[src/rtl/fir_sample_loader.sv]
// Writer side of the FIR sample memory: streams samples into port A, optionally zero-pads, then runs fir_top.
// Optional feature macro: ZERO_PAD_EN adds the PAD state that clears addresses above the last sample.
module fir_sample_loader #(
  parameter int ADDR_W    = 10,
  parameter int DATA_W    = 8,
  parameter int DEPTH     = 1024,
  parameter int START_CYC = 10
) (
  input  logic              clk,
  input  logic              rst_n,
  input  logic              load_req,
  input  logic              sel_pipe_in,
  input  logic              s_valid,
  output logic              s_ready,
  input  logic [DATA_W-1:0] s_data,
  input  logic              s_last,
  output logic              mem_we_a,
  output logic [ADDR_W-1:0] mem_addr_a,
  output logic [DATA_W-1:0] mem_data_in_a,
  output logic              fir_start,
  output logic              fir_sel_pipe,
  input  logic              fir_done,
  output logic              busy,
  output logic              seq_done,
  output logic [ADDR_W:0]   sample_cnt,
  output logic [31:0]       run_cycles,
  output logic [2:0]        state_dbg
);

  // Stream handshake: a sample moves on a rising edge where s_valid and s_ready are both high.
  // s_ready is a register, so it never depends combinationally on s_valid.
  typedef enum logic [2:0] {IDLE, LOAD, PAD, START, WAIT, CMPL} state_t;

  localparam int              SC_W     = $clog2(START_CYC + 1);
  localparam logic [ADDR_W:0] LAST_PTR = (ADDR_W + 1)'(DEPTH - 1);

  state_t          state;
  logic [ADDR_W:0] ptr;
  logic [SC_W-1:0] start_cnt;
  logic            xfer;
  logic            xfer_end;

  assign xfer      = s_valid & s_ready;
  assign xfer_end  = s_last | (ptr == LAST_PTR);
  assign state_dbg = state;

  always_ff @(posedge clk) begin
    if (!rst_n) begin
      state         <= IDLE;
      ptr           <= '0;
      start_cnt     <= '0;
      s_ready       <= 1'b0;
      mem_we_a      <= 1'b0;
      mem_addr_a    <= '0;
      mem_data_in_a <= '0;
      fir_start     <= 1'b0;
      fir_sel_pipe  <= 1'b0;
      busy          <= 1'b0;
      seq_done      <= 1'b0;
      sample_cnt    <= '0;
      run_cycles    <= '0;
    end else begin
      mem_we_a <= 1'b0;
      seq_done <= 1'b0;
      case (state)
        IDLE: begin
          if (load_req) begin
            state        <= LOAD;
            ptr          <= '0;
            sample_cnt   <= '0;
            run_cycles   <= '0;
            fir_sel_pipe <= sel_pipe_in;
            s_ready      <= 1'b1;
            busy         <= 1'b1;
          end
        end
        LOAD: begin
          if (xfer) begin
            mem_we_a      <= 1'b1;
            mem_addr_a    <= ptr[ADDR_W-1:0];
            mem_data_in_a <= s_data;
            ptr           <= ptr + 1'b1;
            sample_cnt    <= sample_cnt + 1'b1;
            if (xfer_end) begin
              s_ready   <= 1'b0;
              start_cnt <= '0;
`ifdef ZERO_PAD_EN
              state     <= (ptr == LAST_PTR) ? START : PAD;
`else
              state     <= START;
`endif
            end
          end
        end
`ifdef ZERO_PAD_EN
        PAD: begin
          mem_we_a      <= 1'b1;
          mem_addr_a    <= ptr[ADDR_W-1:0];
          mem_data_in_a <= '0;
          ptr           <= ptr + 1'b1;
          if (ptr == LAST_PTR) begin
            state     <= START;
            start_cnt <= '0;
          end
        end
`endif
        // First START cycle still shows the final write; fir_start rises one cycle later.
        START: begin
          if (start_cnt < SC_W'(START_CYC)) begin
            fir_start <= 1'b1;
            start_cnt <= start_cnt + 1'b1;
          end else begin
            fir_start <= 1'b0;
            state     <= WAIT;
          end
        end
        WAIT: begin
          if (run_cycles != '1) run_cycles <= run_cycles + 32'd1;
          if (fir_done) begin
            state    <= CMPL;
            seq_done <= 1'b1;
          end
        end
        CMPL: begin
          state <= IDLE;
          busy  <= 1'b0;
        end
        default: state <= IDLE;
      endcase
    end
  end

endmodule

[config.mk]
export PLATFORM = sky130hd
export DESIGN_NAME = fir_sample_loader
export DESIGN_NICKNAME = d
export VERILOG_FILES = /design/src/rtl/fir_sample_loader.sv
export SDC_FILE = /design/constraint.sdc
export NUM_CORES = 1
export LEC_CHECK = 0
export CORE_UTILIZATION = 30
export CTS_BUF_LIST = sky130_fd_sc_hd__clkbuf_4 sky130_fd_sc_hd__clkbuf_8
export DETAILED_ROUTE_END_ITERATION = 8
export PLACE_DENSITY_LB_ADDON = 0.12
export SLEW_MARGIN = 20
export SYNTH_ARGS = -nofsm -noshare
export SYNTH_HDL_FRONTEND = slang
export SYNTH_SLANG_ARGS = --single-unit
[constraint.sdc]
create_clock -name clk -period 2.1 [get_ports clk]
set_input_delay 0.315 -clock clk [delete_from_list [all_inputs] [get_ports clk]]
set_output_delay 0.315 -clock clk [all_outputs]
set_load 0.03 [all_outputs]
==> qor.txt <==
status - complete, no violations
syn_area_per_cell - 8.31 sq um
cell taking the most area after synthesis - dfxtp_1
Period minus WS final - 2.01 ns
slowest CP cell - or4_4
Arr. time, crit path - 2.31 ns
Buf/Inv on CP - 1
CP required - 2.40 ns
CTS buffer count - 9
CP endpoint kind - register
drt total wl - 11600 um
met1 WL - 5900 um
Worst-Margin Slew - 0.473 ns
Top Metal Used - met4
Hold WC Path Type - register to register
R2R Setup Slk - 0.09 ns
net count of the mapped netlist - 498
Fin. Hold Viols - 0
first-pass GRT wire length - 19000 um
number of global-route vias before repair - 3658
total number of vias - 4019
die height - 117 um
Area Overhead vs Synth - 45.0%
Seq/Total Area, Yosys - 0.427
Routability Congestion - 0.832
DR vias/cell - 5.01
setup TNS - 0 ns
Hold-fix buffers, CTS - 0
Max-Cap Viols - 0
Syn. warnings - 0
Leak - 2.07 nW
Synth top area share - 0.427
overall power - 0.00403 W
FMAX - 0.499 GHz
Crit path max-delay family - simple AND/OR/NAND/NOR gates
most frequent cells after synthesis - dfxtp_1, nand2_1, nor2_1
largest net degree at the start of global routing - 30
antenna diode count - 0
Core Area - 0.0128 sq mm
CTS root buffer - clkbuf_8
initial antenna violation count - 0
P per Cell Area - 698 mW/mm^2
max_slew headroom - 0.683
Area contributors post-synth - dfxtp_1, nand2_1, a21oi_1, nor2_1, nand3_1
final core utilization - 0.452
final antenna-violating net count - 0
CTS max path bufs - 2
post-synthesis cell area - 0.00398 sq mm
drt wl/cell - 14.5 um
# port buffers - 84
Post-synth top flop - dfxtp_1
RSZ-0062 raised after global routing - yes
Cell Area, Placed - 0.00551 sq mm
asr flop ratio synth - 0
cells after synthesis - 479
EDFF count, synth - 0
fillcell total - 1289
startpoint types - register
TritonCTS sink count - 85
share of cells above drive strength 1 - 0.200
die area - 0.0137 sq mm
Max FO, Critical Path - 7
Initial Util - 0.312
Final nets - 644
final-report max-slew violation count - 0
Row Count - 41
final setup fails - 0
DRC - 0
GR Overflow Total - 0
Starting DRT DRC Count - 205
count leader, synth - dfxtp_1
CTS tree - done
number of top-level pins - 85
synth unique cells - 66
Post-DP HPWL - 8570 um
Clk pin slew, worst setup/hold paths - 0.09 ns
Crit Path Class - register to register
max incr delay on CP - 0.62 ns
Post-Route Skew - 0.0158 ns
IR drop worst, VDD - 0.428 mV
finished layout cell area - 0.00577 sq mm
gr usage total - 0.181
H-tree levels - 3
WHS - 0.456 ns
crit path cell chain - nand4_4 -> or4_4 -> o311ai_4 -> buf_4 -> o31ai_1 -> a21oi_1
met3 WL - 594 um
Tcrit/Tclk final - 0.955
Pre-antenna DRT Iters - 4
Yosys reg bits - 85
die width - 117 um
met2 wire length - 4960 um
Worst-Skew Late Latency - 0.37 ns
[report_power, final]
part | total (W) | switching [W] | internal (W)
Sequential | 0.00170 | 0.0000381 | 0.00166
Clock | 0.00122 | 0.000630 | 0.000590
Combinational | 0.00111 | 0.000631 | 0.000479
Total | 0.00403 | 0.00130 | 0.00273
[per-stage QoR]
stage,cells,setup WS [ns]
3_5_place_dp,784,-0.374
3_3_place_gp,784,-0.290
5_1_grt,802,-0.0225
4_1_cts,800,0.0127
2_1_floorplan,479,-0.00764
6_report,802,0.0950
[cells by family (layout without fill, tap and decap cells)]
family / after synthesis / in the layout / synth area share
AOI/OAI and AO/OA: 117 / 117 / 0.184
xor gates and xnor gates: 16 / 16 / 0.0352
adders and majority gates: 4 / 4 / 0.0126
buffers and inverters: 32 / 183 / 0.0380
DFF: 85 / 85 / 0.427
muxes: 3 / 3 / 0.00817
and+or+nand+nor: 222 / 222 / 0.295
[final timing paths]
kind | startpoint | to | cells past startpoint
min | mem_addr_a[6] | mem_addr_a[6] | 2
min reg2reg | mem_addr_a[6] | mem_addr_a[6] | 2
max | run_cycles[10] | run_cycles[29] | 6
max reg2reg | run_cycles[10] | run_cycles[29] | 6
[layout by cell type (no fill, tap or decap), types with 4 or more instances in the layout]
master and count:
a21oi_1 43, a31oi_1 16, and2_1 4, and3_1 5, buf_4 74, clkbuf_8 10
clkdlybuf4s50_1 84, dfxtp_1 76, dfxtp_2 8, inv_1 5, nand2_1 71, nand3_1 24
nand4_1 11, nor2_1 46, nor3_1 13, o21ai_0 25, o21ai_1 5, o31ai_1 5
or3_1 6, or4_1 11, xnor2_1 5, xor2_1 11
[what timing repair did]
action	4_1_cts	5_1_grt
setup buffers	0	2
gates resized for setup	0	6
setup endpoints to repair	0	12
[tightest hold or removal path: stages (launching register included)]
cell     delay, ns
dfxtp_1       0.32
nand2_1       0.05
a21oi_1       0.05
[registers in the layout, indices dropped and copies added (netlist names), 3 cells and up]
signal and cells:
sample_cnt 11, mem_data_in_a 8, state_dbg 3, start_cnt 4, run_cycles 32, ptr 11
mem_addr_a 10
[routing by layer]
metal  vias to the layer above  track usage
met5                         -            0
met1                      1867        0.264
met2                        97        0.263
li1                       2040            -
met4                         0       0.0709
met3                        15       0.0330
[cell type report]
cell class              count  area, sq um  area share
multi-input cells         362         2160       0.374
flip-flops and latches     85         1720       0.297
repair buffers            161         1460       0.252
well taps                 172          215      0.0373
clock buffers              10          138      0.0238
clock inverters             6         70.1      0.0121
inverters                   6         22.5     0.00390
(Power assumes the default switching activity.)
